<file path="src/rtl/magic_pkg.sv">
// Shared constants, types and helpers for the magic-ROM controller.
package magic_pkg;

  localparam logic [7:0]  MAGIC_STATUS_IDX = 8'hFF;
  localparam logic [7:0]  MAGIC_CFG_PORT   = 8'hFF;
  localparam logic [7:0]  MAGIC_SIG_OPCODE = 8'hEB;
  localparam logic [15:0] MAGIC_NMI_VEC    = 16'h0066;
  localparam logic [15:0] MAGIC_EXIT_ADDR  = 16'hF000;
  localparam logic [15:0] MAGIC_REMAP_ADDR = 16'hF008;

  localparam int CAUSE_W = 3;
  typedef logic [CAUSE_W-1:0] cause_t;

  // Signature check: armed until the first opcode fetch, then waits for it to end.
  typedef enum logic [1:0] {
    SIG_OFF   = 2'd0,
    SIG_ARMED = 2'd1,
    SIG_READ  = 2'd2
  } sig_state_t;

  function automatic cause_t lowest_set(input logic [7:0] req);
    cause_t idx;
    idx = '0;
    for (int i = 7; i >= 0; i--) begin
      if (req[i]) idx = cause_t'(i);
    end
    return idx;
  endfunction

endpackage

</file>
<file path="src/rtl/cpu_bus.sv">
// CPU bus bundle seen by the magic-ROM controller.
interface cpu_bus;
  logic        mreq;
  logic        ioreq;
  logic        m1;
  logic        rd;
  logic        wr;
  logic [15:0] a;
  logic [7:0]  d;

  modport slave  (input  mreq, ioreq, m1, rd, wr, a, d);
  modport master (output mreq, ioreq, m1, rd, wr, a, d);
endinterface

</file>
<file path="src/rtl/magic_cfg_regs.sv">
// Generic NREG x 8-bit config register file with write strobes and registered reads.
// MAGIC_CFG_READBACK_EN: when defined, registers are readable as well as the status byte.
module magic_cfg_regs
  import magic_pkg::*;
#(
  parameter int                NREG      = 12,
  parameter logic [NREG*8-1:0] CFG_RESET = '0
) (
  input  logic              clk_i,
  input  logic              rst_ni,
  input  logic              cs_i,
  input  logic              wr_i,
  input  logic              rd_i,
  input  logic [7:0]        idx_i,
  input  logic [7:0]        wdata_i,
  input  logic [7:0]        status_i,
  output logic [NREG*8-1:0] cfg_o,
  output logic [NREG-1:0]   wstb_o,
  output logic [7:0]        rdata_o,
  output logic              rdata_vld_o
);

  logic [NREG*8-1:0] cfg_q, cfg_d;
  logic [NREG-1:0]   wstb_q, wstb_d;
  logic [7:0]        rdata_q, rdata_d;
  logic              rvld_q, rvld_d;

  always_comb begin
    cfg_d  = cfg_q;
    wstb_d = '0;
    if (cs_i && wr_i) begin
      for (int i = 0; i < NREG; i++) begin
        if (idx_i == 8'(i)) begin
          cfg_d[i*8 +: 8] = wdata_i;
          wstb_d[i]       = 1'b1;
        end
      end
    end
  end

  always_comb begin
    rvld_d  = 1'b0;
    rdata_d = 8'h00;
    if (cs_i && rd_i) begin
      if (idx_i == MAGIC_STATUS_IDX) begin
        rvld_d  = 1'b1;
        rdata_d = status_i;
      end
`ifdef MAGIC_CFG_READBACK_EN
      else begin
        for (int i = 0; i < NREG; i++) begin
          if (idx_i == 8'(i)) begin
            rvld_d  = 1'b1;
            rdata_d = cfg_q[i*8 +: 8];
          end
        end
      end
`endif
    end
  end

  always_ff @(posedge clk_i or negedge rst_ni) begin
    if (!rst_ni) begin
      cfg_q  <= CFG_RESET;
      wstb_q <= '0;
      rvld_q <= 1'b0;
    end else begin
      cfg_q  <= cfg_d;
      wstb_q <= wstb_d;
      rvld_q <= rvld_d;
    end
  end

  // Read data is qualified by rvld_q, so it carries no reset.
  always_ff @(posedge clk_i) begin
    rdata_q <= rdata_d;
  end

  assign cfg_o       = cfg_q;
  assign wstb_o      = wstb_q;
  assign rdata_o     = rdata_q;
  assign rdata_vld_o = rvld_q;

endmodule

</file>
<file path="src/rtl/magic_ctrl.sv">
// Magic-ROM controller: NMI arbitration, magic ROM mapping traps and config register port.
// MAGIC_CFG_READBACK_EN (optional): enables readback of config registers through magic_cfg_regs.
module magic_ctrl
  import magic_pkg::*;
#(
  parameter int                N_SRC      = 2,
  parameter int                NREG       = 12,
  parameter logic [NREG*8-1:0] CFG_RESET  = '0,
  parameter logic [7:0]        CFG_PORT   = MAGIC_CFG_PORT,
  parameter logic [15:0]       NMI_VEC    = MAGIC_NMI_VEC,
  parameter logic [15:0]       EXIT_ADDR  = MAGIC_EXIT_ADDR,
  parameter logic [15:0]       REMAP_ADDR = MAGIC_REMAP_ADDR,
  parameter logic [7:0]        SIG_OPCODE = MAGIC_SIG_OPCODE
) (
  input  logic              clk28,
  input  logic              rst_n,
  cpu_bus.slave             bus,
  input  logic              n_int,
  input  logic              n_int_next,
  input  logic [N_SRC-1:0]  src_req,
  input  logic [3:0]        status_in,
  output logic              n_nmi,
  output logic              magic_mode,
  output logic              magic_map,
  output logic [2:0]        cause,
  output logic [NREG*8-1:0] cfg,
  output logic [NREG-1:0]   cfg_wstb,
  output logic [7:0]        d_out,
  output logic              d_out_active
);

  logic       n_nmi_q, n_nmi_d;
  logic       mode_q, mode_d;
  logic       map_q, map_d;
  cause_t     cause_q, cause_d;
  logic       pending_q, pending_d;
  logic       unmap_next_q, unmap_next_d;
  logic       map_next_q, map_next_d;
  logic       sig_match_q, sig_match_d;
  sig_state_t sig_q, sig_d;

  logic [7:0] req_ext;
  logic       int_edge;
  logic       fetch_rd;
  logic       exit_hit;
  logic       remap_hit;
  logic       entry_hit;

  assign req_ext   = 8'(src_req);
  assign int_edge  = n_int & ~n_int_next;
  assign fetch_rd  = bus.mreq & bus.m1 & bus.rd;
  assign exit_hit  = map_q & bus.mreq & bus.rd & (bus.a == EXIT_ADDR) & ~map_next_q;
  assign remap_hit = map_q & bus.mreq & bus.rd & (bus.a == REMAP_ADDR);
  assign entry_hit = mode_q & bus.m1 & bus.mreq & ((bus.a == NMI_VEC) | map_next_q);

  always_comb begin
    n_nmi_d      = n_nmi_q;
    mode_d       = mode_q;
    map_d        = map_q;
    cause_d      = cause_q;
    pending_d    = pending_q;
    unmap_next_d = unmap_next_q;
    map_next_d   = map_next_q;
    sig_match_d  = sig_match_q;
    sig_d        = sig_q;

    // Only one mapping branch acts per cycle; the signature check blocks all others.
    if (sig_q != SIG_OFF) begin
      case (sig_q)
        SIG_ARMED: begin
          if (fetch_rd) begin
            sig_d       = SIG_READ;
            sig_match_d = (bus.d == SIG_OPCODE);
          end
        end
        SIG_READ: begin
          if (!fetch_rd) begin
            sig_d = SIG_OFF;
            if (!sig_match_q) begin
              mode_d = 1'b0;
              map_d  = 1'b0;
            end
          end
        end
        default: sig_d = SIG_OFF;
      endcase
    end else if (exit_hit) begin
      unmap_next_d = 1'b1;
      mode_d       = 1'b0;
      pending_d    = 1'b0;
    end else if (remap_hit) begin
      unmap_next_d = 1'b1;
      map_next_d   = 1'b1;
    end else if (unmap_next_q && !bus.mreq) begin
      map_d        = 1'b0;
      unmap_next_d = 1'b0;
    end else if (entry_hit) begin
      n_nmi_d    = 1'b1;
      map_d      = 1'b1;
      map_next_d = 1'b0;
      if (bus.a == NMI_VEC) sig_d = SIG_ARMED;
    end

    // Evaluated against the registered mode, so it overrides a same-cycle exit.
    if (int_edge && (req_ext != 8'h00)) begin
      if (!mode_q) begin
        n_nmi_d = 1'b0;
        mode_d  = 1'b1;
        cause_d = lowest_set(req_ext);
      end else begin
        pending_d = 1'b1;
      end
    end
  end

  always_ff @(posedge clk28 or negedge rst_n) begin
    if (!rst_n) begin
      n_nmi_q      <= 1'b1;
      mode_q       <= 1'b1;
      map_q        <= 1'b1;
      cause_q      <= '0;
      pending_q    <= 1'b0;
      unmap_next_q <= 1'b0;
      map_next_q   <= 1'b0;
      sig_match_q  <= 1'b0;
      sig_q        <= SIG_ARMED;
    end else begin
      n_nmi_q      <= n_nmi_d;
      mode_q       <= mode_d;
      map_q        <= map_d;
      cause_q      <= cause_d;
      pending_q    <= pending_d;
      unmap_next_q <= unmap_next_d;
      map_next_q   <= map_next_d;
      sig_match_q  <= sig_match_d;
      sig_q        <= sig_d;
    end
  end

  logic       cfg_cs;
  logic [7:0] status_byte;

  assign cfg_cs      = map_q & bus.ioreq & (bus.a[7:0] == CFG_PORT);
  assign status_byte = {pending_q, cause_q, status_in};

  magic_cfg_regs #(
    .NREG      (NREG),
    .CFG_RESET (CFG_RESET)
  ) u_cfg_regs (
    .clk_i       (clk28),
    .rst_ni      (rst_n),
    .cs_i        (cfg_cs),
    .wr_i        (bus.wr),
    .rd_i        (bus.rd),
    .idx_i       (bus.a[15:8]),
    .wdata_i     (bus.d),
    .status_i    (status_byte),
    .cfg_o       (cfg),
    .wstb_o      (cfg_wstb),
    .rdata_o     (d_out),
    .rdata_vld_o (d_out_active)
  );

  assign n_nmi      = n_nmi_q;
  assign magic_mode = mode_q;
  assign magic_map  = map_q;
  assign cause      = cause_q;

endmodule
</file>
<file path="src/flat_wrapper.sv">
// flat-port wrapper written by rule: the top's interface ports become plain ports
module magic_ctrl_flat import magic_pkg::*;
#(
  parameter int                N_SRC      = 2,
  parameter int                NREG       = 12,
  parameter logic [NREG*8-1:0] CFG_RESET  = '0,
  parameter logic [7:0]        CFG_PORT   = MAGIC_CFG_PORT,
  parameter logic [15:0]       NMI_VEC    = MAGIC_NMI_VEC,
  parameter logic [15:0]       EXIT_ADDR  = MAGIC_EXIT_ADDR,
  parameter logic [15:0]       REMAP_ADDR = MAGIC_REMAP_ADDR,
  parameter logic [7:0]        SIG_OPCODE = MAGIC_SIG_OPCODE
)
  (clk28, rst_n, n_int, n_int_next, src_req, status_in, n_nmi, magic_mode, magic_map, cause, cfg, cfg_wstb, d_out, d_out_active, bus_mreq, bus_ioreq, bus_m1, bus_rd, bus_wr, bus_a, bus_d);
  cpu_bus bus_i ();
  input  logic clk28;
  input  logic rst_n;
  input  logic n_int;
  input  logic n_int_next;
  input  logic [N_SRC-1:0] src_req;
  input  logic [3:0] status_in;
  output logic n_nmi;
  output logic magic_mode;
  output logic magic_map;
  output logic [2:0] cause;
  output logic [NREG*8-1:0] cfg;
  output logic [NREG-1:0] cfg_wstb;
  output logic [7:0] d_out;
  output logic d_out_active;
  input wire logic [$bits(bus_i.mreq)-1:0] bus_mreq;
  input wire logic [$bits(bus_i.ioreq)-1:0] bus_ioreq;
  input wire logic [$bits(bus_i.m1)-1:0] bus_m1;
  input wire logic [$bits(bus_i.rd)-1:0] bus_rd;
  input wire logic [$bits(bus_i.wr)-1:0] bus_wr;
  input wire logic [$bits(bus_i.a)-1:0] bus_a;
  input wire logic [$bits(bus_i.d)-1:0] bus_d;
  assign bus_i.mreq = bus_mreq;
  assign bus_i.ioreq = bus_ioreq;
  assign bus_i.m1 = bus_m1;
  assign bus_i.rd = bus_rd;
  assign bus_i.wr = bus_wr;
  assign bus_i.a = bus_a;
  assign bus_i.d = bus_d;
  magic_ctrl #(.N_SRC(N_SRC), .NREG(NREG), .CFG_RESET(CFG_RESET), .CFG_PORT(CFG_PORT), .NMI_VEC(NMI_VEC), .EXIT_ADDR(EXIT_ADDR), .REMAP_ADDR(REMAP_ADDR), .SIG_OPCODE(SIG_OPCODE)) u_core (.clk28(clk28), .rst_n(rst_n), .bus(bus_i), .n_int(n_int), .n_int_next(n_int_next), .src_req(src_req), .status_in(status_in), .n_nmi(n_nmi), .magic_mode(magic_mode), .magic_map(magic_map), .cause(cause), .cfg(cfg), .cfg_wstb(cfg_wstb), .d_out(d_out), .d_out_active(d_out_active));
endmodule
</file>
<file path="config.mk">
export PLATFORM = sky130hd
export DESIGN_NAME = magic_ctrl_flat
export DESIGN_NICKNAME = d
export VERILOG_FILES = /design/src/rtl/magic_pkg.sv /design/src/rtl/cpu_bus.sv /design/src/rtl/magic_cfg_regs.sv /design/src/rtl/magic_ctrl.sv /design/src/flat_wrapper.sv
export SDC_FILE = /design/constraint.sdc
export NUM_CORES = 1
export LEC_CHECK = 0
export BUFFER_PORTS_ARGS = -buffer_cell sky130_fd_sc_hd__buf_2
export CAP_MARGIN = 20
export CORE_ASPECT_RATIO = 0.6
export CORE_UTILIZATION = 57
export CTS_BUF_LIST = sky130_fd_sc_hd__clkbuf_8
export DETAILED_ROUTE_END_ITERATION = 10
export GPL_TIMING_DRIVEN = 1
export PLACE_DENSITY = 0.88
export SLEW_MARGIN = 15
export SYNTH_ARGS = -nofsm -noshare
export SYNTH_HDL_FRONTEND = slang
export SYNTH_HIERARCHICAL = 1
export SYNTH_SLANG_ARGS = --single-unit
export TNS_END_PERCENT = 30
</file>
<file path="constraint.sdc">
create_clock -name clk28 -period 7 [get_ports clk28]
set_input_delay 0.7 -clock clk28 [delete_from_list [all_inputs] [get_ports clk28]]
set_output_delay 0.7 -clock clk28 [all_outputs]
set_load 0.02 [all_outputs]
</file>
==> results of run 1 <==
Yosys cell counts, types with 2 or more instances:
cell	instances
sky130_fd_sc_hd__o21bai_1	2
sky130_fd_sc_hd__mux2_4	8
sky130_fd_sc_hd__inv_1	9
sky130_fd_sc_hd__o31ai_1	3
sky130_fd_sc_hd__a21oi_1	5
sky130_fd_sc_hd__nor2b_1	2
sky130_fd_sc_hd__nor3_4	6
sky130_fd_sc_hd__clkbuf_1	9
sky130_fd_sc_hd__nand4_1	7
sky130_fd_sc_hd__clkbuf_8	2
sky130_fd_sc_hd__and2_1	8
sky130_fd_sc_hd__nor2_1	6
sky130_fd_sc_hd__nor3_1	4
sky130_fd_sc_hd__o21ai_0	2
sky130_fd_sc_hd__dfrtp_1	115
sky130_fd_sc_hd__buf_6	2
sky130_fd_sc_hd__and3_1	2
sky130_fd_sc_hd__dfxtp_1	8
sky130_fd_sc_hd__nand2_1	5
sky130_fd_sc_hd__dfstp_2	4
sky130_fd_sc_hd__buf_4	2
sky130_fd_sc_hd__o21ai_1	2
sky130_fd_sc_hd__nand4b_1	7
sky130_fd_sc_hd__nand3_1	4
sky130_fd_sc_hd__mux2_2	88
sky130_fd_sc_hd__nand2b_1	7
sky130_fd_sc_hd__or4_4	2
sky130_fd_sc_hd__nor4bb_1	3
routing by layer:
metal,part of all wire,GRT usage
met5,0,0
met4,0.011,0.106
met3,0.088,0.0977
met2,0.46,0.430
met1,0.44,0.377
area by class of cell:
class / instances / area share
Sequential cell: 127 / 0.494
Multi-Input combinational cell: 191 / 0.284
Timing Repair Buffer: 160 / 0.127
Clock buffer: 23 / 0.0498
Tap cell: 112 / 0.0220
Clock inverter: 9 / 0.0181
Inverter: 9 / 0.00531
power by group:
| part | total (uW) | internal, uW | switching (uW) | leakage [uW] |
|---|---|---|---|---|
| sequential | 747 | 741 | 6.09 | 0.00171 |
| combinational | 74.8 | 20.8 | 54.0 | 0.00170 |
| clock | 672 | 404 | 269 | 0.000237 |
| total | 1490 | 1170 | 329 | 0.00365 |
layout by cell type, fill, tap and decap left out, types with 3 or more instances in the layout:
master and instances:
sky130_fd_sc_hd__nor3_1 4, sky130_fd_sc_hd__and2_1 8, sky130_fd_sc_hd__bufinv_16 3, sky130_fd_sc_hd__inv_1 13, sky130_fd_sc_hd__dfxtp_1 8, sky130_fd_sc_hd__nor2_1 6
sky130_fd_sc_hd__nand4_1 7, sky130_fd_sc_hd__a21oi_1 5, sky130_fd_sc_hd__mux2_4 8, sky130_fd_sc_hd__nand2_1 5, sky130_fd_sc_hd__buf_2 158, sky130_fd_sc_hd__dfrtp_1 115
sky130_fd_sc_hd__dfstp_2 4, sky130_fd_sc_hd__nor3_4 6, sky130_fd_sc_hd__mux2_2 88, sky130_fd_sc_hd__nand3_1 4, sky130_fd_sc_hd__clkbuf_8 23, sky130_fd_sc_hd__nor4bb_1 3
sky130_fd_sc_hd__o31ai_1 3, sky130_fd_sc_hd__nand2b_1 7, sky130_fd_sc_hd__conb_1 4, sky130_fd_sc_hd__nand4b_1 7
registers in the layout, indices dropped and copies added (netlist names), 2 cells and up:
register and flops:
u_core/u_cfg_regs/cfg_o 96, u_core/u_cfg_regs/rdata_o 8, u_core/sig_q 2, u_core/u_cfg_regs/wstb_o 12
kinds of logic after synthesis:
kind of cell	synth area share
flip-flops	0.620
multiplexers	0.219
AND/OR/NAND/NOR	0.109
buffers and inverters	0.0262
AO/OA/AOI/OAI	0.0252
other	0.000739
worst paths after layout:
| path | from | endpoint | slack [ps] | depth (start not counted) |
|---|---|---|---|---|
| setup / recovery | u_core/magic_map | u_core/u_cfg_regs/cfg_o[8] | 4020 | 5 |
| hold / removal | rst_n | u_core/u_cfg_regs/wstb_o[8] | 280 | 1 |
| setup reg to reg | u_core/magic_map | u_core/u_cfg_regs/cfg_o[8] | 4020 | 5 |
| hold reg to reg | u_core/u_cfg_regs/cfg_o[16] | u_core/u_cfg_regs/cfg_o[16] | 500 | 1 |
| max in group asynchronous | rst_n | u_core/u_cfg_regs/cfg_o[84] | 5420 | 2 |
| min in group clk28 | src_req[0] | u_core/cause[0] | 450 | 2 |
metrics by stage:
step | hold WS [ps] | total power [uW] | utilization | worst slack (ps) | cell area [um^2]
floorplan | 404 | 792 | - | 4510 | 5080
global placement | 472 | 834 | 0.693 | 3970 | 5930
detailed placement | 488 | 836 | 0.693 | 3790 | 5930
CTS | 283 | 1500 | 0.743 | 4100 | 6360
global route | 315 | 1540 | 0.743 | 3820 | 6360
finish | 284 | 1490 | 0.743 | 4020 | 6360
==> results.toml, run 1 <==
[status]
status = "finished clean"

[setup_path]
worst_ep_required_time_ps = 7310
critical_path.max_stage_delay_ps = 670
timing_worst_setup_path_type = "register to register"
worstPathArrival_ps = 3290
endpoint_kind = "register"
critical_path.cell_chain = "nand4_1 -> nor3_1 -> nor4bb_1 -> nand4b_1 -> mux2_2"
cp-start-kind = "register"
crit_path_top_delay_cell = "sky130_fd_sc_hd__nor4bb_1"
cp_top_family = "simple AND/OR/NAND/NOR gates"
cp.buffers_inverters = 0
crit_path_max_fanout = 9

[floorplan]
die_area_mm2 = 0.00929
floorplan.rows = 26
initial_core_util = 0.593
pin_count = 162
die_w_um = 124
floorplan.core_area_mm2 = 0.00856
die_height_um = 75.1

[place]
dp.final_hpwl_mm = 8.41
dp_cells = 599
port_buffers = 159
gp_routability_congestion = 0.963

[route]
routed_wl_mm = 12.3
detail-route-antenna-nets = 0
vias = 3497
drtPass1Iterations = 4
routed_via_density = 5.54
drcViolationCount = 0
drtIter0Drc = 154
routedWlPerCell_um = 19.4

[clock_tree]
cts_resized = 0
worst_skew_pair.late_latency_ps = 430
cts.sinks = 127
cts_made_buffers = 17
clk_pin_slew_ps = 70
cts.hold.buffers_added = 0
max-clock-path-buffers = 2
tritoncts = "yes"
clock-root-buffer = "sky130_fd_sc_hd__clkbuf_8"
cts-htree-levels = 4
post_cts_buffers = 0

[cells_and_area]
area_delta_synth_final_pct = 25.4
final_cell_count_no_fill = 631
multi_input_area_mm2 = 0.00181
antenna-diode-count = 0
drive_gt1_frac = 0.584
nets = 545
layout.filler_cells = 552
ff_latch_area_mm2 = 0.00314

[timing]
setup_viol_count_final = 0
fin_worst_skew_ps = 10.6
grt_setup_unrepaired = "false"
final-max-slew-violation-count = 0
final.setup.tns_ps = 0
max-slew-margin-rel = 0.429
final_min_period_over_clock_period = 0.426
max_clock_freq_mhz = 336
hold_viol = 0
finalCriticalPeriod_ps = 2980
worst-slew-pin-transition_ps = 850

[run]
max_cap_viol_count = 0

[global_route]
grt_pass1_vias = 3425
grt_max_degree = 69
grt_antenna_before_repair = 0
grt_use_total = 0.282
grt_pass1_wl_mm = 18.5
remaining_global_route_overflow = 0

[yosys]
post_synthesis_instance_total = 339
synth_cell_types = 43
asyncSetResetFlopFracSynth = 0.937
syn-mean-instance-area_um2 = 15.0
yosys_most_used_dff = "sky130_fd_sc_hd__dfrtp_1"
synth-edff-count = 0
netlist_area_pre_place_mm2 = 0.00507
netlist_top_cells_area = "sky130_fd_sc_hd__dfrtp_1, sky130_fd_sc_hd__mux2_2, sky130_fd_sc_hd__dfxtp_1"
yosys.area.top_type_share = 0.567
yosys_warnings = 6
synth-seq-cells = 127
yosysTopAreaCell = "sky130_fd_sc_hd__dfrtp_1"
synth_seq_area_share = 0.620

[min_path]
min-delay-path-class = "input pin to asynchronous set/reset pin"

[pwr]
power_leakage_uw = 0.00365
p_per_area_mw_per_mm2 = 235
ir_drop_mv = 0.180
(Power assumes the default switching activity.)
==> run 2: changes to the inputs <==
--- a/config.mk
+++ b/config.mk
@@ -8,11 +8,11 @@
 export BUFFER_PORTS_ARGS = -buffer_cell sky130_fd_sc_hd__buf_2
 export CAP_MARGIN = 20
 export CORE_ASPECT_RATIO = 0.6
-export CORE_UTILIZATION = 57
+export CORE_UTILIZATION = 53
 export CTS_BUF_LIST = sky130_fd_sc_hd__clkbuf_8
 export DETAILED_ROUTE_END_ITERATION = 10
 export GPL_TIMING_DRIVEN = 1
-export PLACE_DENSITY = 0.88
+export PLACE_DENSITY = 0.83
 export SLEW_MARGIN = 15
 export SYNTH_ARGS = -nofsm -noshare
 export SYNTH_HDL_FRONTEND = slang
==> constraint.sdc (replaced) <==
create_clock -name clk28 -period 3.15 [get_ports clk28]
set_input_delay 0.315 -clock clk28 [delete_from_list [all_inputs] [get_ports clk28]]
set_output_delay 0.315 -clock clk28 [all_outputs]
set_load 0.02 [all_outputs]
==> run 2 against run 1 <==
Effect of this change:
- worst setup slack got worse by 3800 ps
- sequential power increased by 120%
- first-iteration DRC count decreased by 18%
- count of clock-buffer cells in the layout decreased by 3
- core utilization decreased by 5.7 points
- sequential share of layout area increased by 0.23 points
- flip-flop and latch count unchanged
- cell count increased by 2.9%
- largest cell class unchanged
==> results.toml, run 2 (synthesized netlist as in run 1, its figures left out) <==
[status]
status = "finished clean"

[clock_tree]
tritoncts = "yes"
clk_pin_slew_ps = 70
post_cts_buffers = 0
cts_resized = 0
cts-htree-levels = 4
worst_skew_pair.late_latency_ps = 430
max-clock-path-buffers = 2
cts.hold.buffers_added = 1
cts_made_buffers = 17
clock-root-buffer = "sky130_fd_sc_hd__clkbuf_8"
cts.sinks = 127

[route]
detail_route.wirelength.met1_mm = 5.79
met2RoutedLength_mm = 5.27
detail-route-antenna-nets = 0
drtPass1Iterations = 5
wl_met3_mm = 1.08
routed_via_density = 5.22
top_layer_used = "met4"
routedWlPerCell_um = 18.9
routed_wl_mm = 12.2
vias = 3385
drcViolationCount = 0
drtIter0Drc = 127

[place]
dp.final_hpwl_mm = 8.62
gp_routability_congestion = 0.939
port_buffers = 159

[setup_path]
crit_path_top_delay_cell = "sky130_fd_sc_hd__nor4bb_1"
rr_worst_depth = 5
crit_path_max_fanout = 9
cp.buffers_inverters = 0
timing_worst_setup_path_type = "register to register"
worstPathArrival_ps = 3210
timing.rr.end = "u_core/u_cfg_regs/cfg_o[31]"
cp-start-kind = "register"
cp_top_family = "simple AND/OR/NAND/NOR gates"
reg2reg_setup_slack_ps = 240
endpoint_kind = "register"
timing.rr.start = "u_core/magic_map"
critical_path.max_stage_delay_ps = 670
critical_path.most_common_cell = "sky130_fd_sc_hd__nand4_1"
critical_path.cell_chain = "nand4_1 -> nor3_1 -> nor4bb_1 -> nand4_1 -> mux2_2"
worst_ep_required_time_ps = 3450

[pwr]
p_sw_uw = 731
power_leakage_uw = 0.00361
p_per_area_mw_per_mm2 = 488
finalPower_uw = 3090
seq_power_share = 0.538
int_pwr_uw = 2360
p_comb_frac = 0.056
ir_drop_mv = 0.318
sw_frac_of_total = 0.237
p_clk_frac = 0.406

[timing]
final_min_period_over_clock_period = 0.923
final-max-slew-violation-count = 0
grt_setup_unrepaired = "false"
finalCriticalPeriod_ps = 2910
max_clock_freq_mhz = 344
worst-slew-pin-transition_ps = 842
fin_worst_hold_slack_ps = 75.6
final.setup.tns_ps = 0
setup_viol_count_final = 0
hold_viol = 0
max-slew-margin-rel = 0.435
fin_worst_skew_ps = 9.39

[cells_and_area]
drive_gt1_frac = 0.584
antenna-diode-count = 0
largest_register_ff_count = 96
final_cell_mix = "sky130_fd_sc_hd__buf_2, sky130_fd_sc_hd__dfrtp_1, sky130_fd_sc_hd__mux2_2, sky130_fd_sc_hd__clkbuf_8, sky130_fd_sc_hd__inv_1"
layout.cells.most_common = "sky130_fd_sc_hd__buf_2"
nets = 547
area_delta_synth_final_pct = 24.8
post-route-util = 0.686

[min_path]
min_path_cells = 2
hold_sp = "src_req[0]"
min-delay-path-class = "input pin to register"
worstHoldEndpoint = "u_core/cause[0]"

[global_route]
grt_pass1_wl_mm = 19.3
grt_pass1_vias = 3486
grt_use_total = 0.267
grt_max_degree = 66
remaining_global_route_overflow = 0
grt_antenna_before_repair = 0

[floorplan]
die_w_um = 128
pin_count = 162
floorplan.core_area_mm2 = 0.00922
die_height_um = 77.8
floorplan.rows = 27
die_area_mm2 = 0.00998
initial_core_util = 0.550

[run]
max_cap_viol_count = 0
==> run 2: stage by stage <==
stage	std cells	setup slack [ps]	instance area, um^2
after floorplan	342	847	5080
after global placement	618	454	5970
after detailed placement	618	308	5970
after CTS	649	277	6330
after global routing	649	39.4	6330
final	649	241	6330
==> run 2: power groups by stage <==
stage / registers [uW] / logic (uW) / clock network [uW]
CTS: 1660 / 174 / 1280
floorplan: 1700 / 56.6 / 0
detailed placement: 1690 / 172 / 0
global route: 1660 / 189 / 1350
global placement: 1690 / 168 / 0
finish: 1660 / 172 / 1250
==> run 2: cell type report <==
cell class	count	area [um^2]
clock buffers	20	275
clock inverters	10	73.8
fillers	702	2890
inverters	9	33.8
multi-input cells	191	1810
flip-flops and latches	127	3140
well taps	130	163
repair buffers	162	836
==> run 2: how the worst max path moves through the flow <==
stage,from,end,slack (ps),depth (start not counted)
after detailed placement,u_core/magic_map,u_core/u_cfg_regs/cfg_o[31],310,5
after floorplan,u_core/magic_map,u_core/u_cfg_regs/cfg_o[32],850,6
final,u_core/magic_map,u_core/u_cfg_regs/cfg_o[31],240,5
after global routing,u_core/magic_map,u_core/u_cfg_regs/cfg_o[20],40,5
after global placement,u_core/magic_map,u_core/u_cfg_regs/cfg_o[10],450,5
after CTS,u_core/magic_map,u_core/u_cfg_regs/cfg_o[31],280,5
==> run 2: worst register-to-register path: cells and delay by family (launching register included) <==
family           cells  cell delay [ps]
multiplexers         1              450
flip-flops           1              550
AND/OR/NAND/NOR      4             1770
==> run 2: routing by layer <==
metal  GRT usage  up-vias
li1            -     1557
met1       0.384     1690
met2       0.376      129
met3      0.0903        9
met4      0.0965        0
met5           0        -
==> run 3: changes to the inputs <==
--- a/config.mk
+++ b/config.mk
@@ -12,7 +12,7 @@
 export CTS_BUF_LIST = sky130_fd_sc_hd__clkbuf_8
 export DETAILED_ROUTE_END_ITERATION = 10
 export GPL_TIMING_DRIVEN = 1
-export PLACE_DENSITY = 0.83
+export PLACE_DENSITY_LB_ADDON = 0.15
 export SLEW_MARGIN = 15
 export SYNTH_ARGS = -nofsm -noshare
 export SYNTH_HDL_FRONTEND = slang
==> run 3 against run 2 <==
Effect of this change:
- total power grew 1.4%
- clock skew is 1.6 ps higher
- worst hold slack worse by 2.1 ps
- routed wire length down 4.7%
- sequential share of layout area shrank 0.13 points
- cell area increased by 0.26%
- non-clock buffer count is the same
- die area did not move
- critical path type unchanged
- largest power group unchanged
==> results.toml, run 3 (synthesized netlist as in run 1, its figures left out) <==
[status]
status = "finished clean"

[clock_tree]
max-clock-path-buffers = 2
cts-htree-levels = 4
clock-root-buffer = "sky130_fd_sc_hd__clkbuf_8"
cts_made_buffers = 17
post_cts_buffers = 0
clk_pin_slew_ps = 70
cts_resized = 0
worst_skew_pair.late_latency_ps = 430
tritoncts = "yes"
cts.sinks = 127

[timing]
max-slew-margin-rel = 0.480
final.setup.tns_ps = 0
grt_setup_unrepaired = "false"
final-max-slew-violation-count = 0
fin_worst_hold_slack_ps = 73.5
finalCriticalPeriod_ps = 2920
worst-slew-pin-transition_ps = 774
hold_viol = 0
max_clock_freq_mhz = 343
final_min_period_over_clock_period = 0.927
setup_viol_count_final = 0
fin_worst_skew_ps = 11.0

[global_route]
grt_use_total = 0.253
met1_use_gr = 0.348
grt_antenna_before_repair = 0
gr-usage-met2 = 0.370
grtUsageMet3 = 0.0945
grt_max_degree = 64
grt_pass1_wl_mm = 18.5
remaining_global_route_overflow = 0
grt_busiest_layer = "met2"
grt_pass1_vias = 3394

[setup_path]
cp-start-kind = "register"
worstPathArrival_ps = 3240
endpoint_kind = "register"
timing_worst_setup_path_type = "register to register"
crit_path_max_fanout = 9
worst_ep_required_time_ps = 3470

[pwr]
p_sw_uw = 750
p_clk_frac = 0.414
int_pwr_uw = 2380
power_leakage_uw = 0.00362
sw_frac_of_total = 0.240
finalPower_uw = 3130
seq_power_share = 0.532
p_per_area_mw_per_mm2 = 493
p_comb_frac = 0.054
ir_drop_mv = 0.301

[route]
vias = 3430
routed_via_density = 5.27
routed_wl_mm = 11.7
detail-route-antenna-nets = 0
routedWlPerCell_um = 17.9
drtIter0Drc = 88
drtPass1Iterations = 4
drcViolationCount = 0

[place]
port_buffers = 159
dp.final_hpwl_mm = 8.37
gp_routability_congestion = 0.848

[cells_and_area]
area_delta_synth_final_pct = 25.2
largest_register_ff_count = 96
antenna-diode-count = 0
post-route-util = 0.688
drive_gt1_frac = 0.585
final_cell_mix = "sky130_fd_sc_hd__buf_2, sky130_fd_sc_hd__dfrtp_1, sky130_fd_sc_hd__mux2_2, sky130_fd_sc_hd__clkbuf_8, sky130_fd_sc_hd__inv_1"
nets = 547
layout.cells.most_common = "sky130_fd_sc_hd__buf_2"

[floorplan]
die_area_mm2 = 0.00998
floorplan.rows = 27
floorplan.core_area_mm2 = 0.00922
pin_count = 162
die_w_um = 128
die_height_um = 77.8
initial_core_util = 0.550

[min_path]
min-delay-path-class = "input pin to register"

[run]
max_cap_viol_count = 0
==> run 3: critical path, cell delays in order, from the launching register on <==
cell                       delay (ps)
sky130_fd_sc_hd__dfstp_2          560
sky130_fd_sc_hd__nand4_1           80
sky130_fd_sc_hd__nor3_1           500
sky130_fd_sc_hd__nor4bb_1         680
sky130_fd_sc_hd__nand4_1          550
sky130_fd_sc_hd__mux2_2           450
==> run 3: layer usage <==
layer	vias up	wire length, um
met5	-	0
met4	0	154
met3	15	1020
met2	130	5170
met1	1731	5320
li1	1554	-
==> run 3: path summary, 6_finish.rpt <==
kind / depth (start not counted) / to / slack (ps) / startpoint
worst min-delay path: 2 / u_core/cause[0] / 70 / src_req[0]
min in group asynchronous: 2 / u_core/cause[0] / 480 / rst_n
worst max-delay path: 5 / u_core/u_cfg_regs/cfg_o[25] / 230 / u_core/magic_map
max in group asynchronous: 3 / u_core/u_cfg_regs/cfg_o[67] / 1870 / rst_n
worst max register to register: 5 / u_core/u_cfg_regs/cfg_o[25] / 230 / u_core/magic_map
worst min register to register: 1 / u_core/u_cfg_regs/rdata_o[7] / 470 / u_core/pending_q
==> run 3: layout make-up <==
class,instances,area [um^2]
timing repair buffer,162,836
clock inverter,15,131
multi-input combinational,191,1810
fill,700,2880
tap,130,163
clock buffer,17,234
inverter,9,33.8
sequential,127,3140
==> run 3: stage by stage <==
stage	area, um^2	setup WS [ps]	cells
after global routing	6350	28.6	651
after CTS	6350	319	651
final	6350	230	651
after floorplan	5080	847	342
after detailed placement	5970	313	618
after global placement	5970	451	618
==> run 3: what timing repair did <==
item                       in CTS  in global routing
hold buffers                    1                  0
hold endpoints to repair       52                  0
setup endpoints to repair       0                  0
==> run 3: power by group through the flow <==
| stage | registers, uW | clock network, uW | logic [uW] |
|---|---|---|---|
| 6_report | 1660 | 1290 | 170 |
| 5_1_grt | 1670 | 1400 | 191 |
| 4_1_cts | 1660 | 1320 | 173 |
| 3_5_place_dp | 1690 | 0 | 172 |
| 3_3_place_gp | 1690 | 0 | 170 |
| 2_1_floorplan | 1700 | 0 | 56.6 |
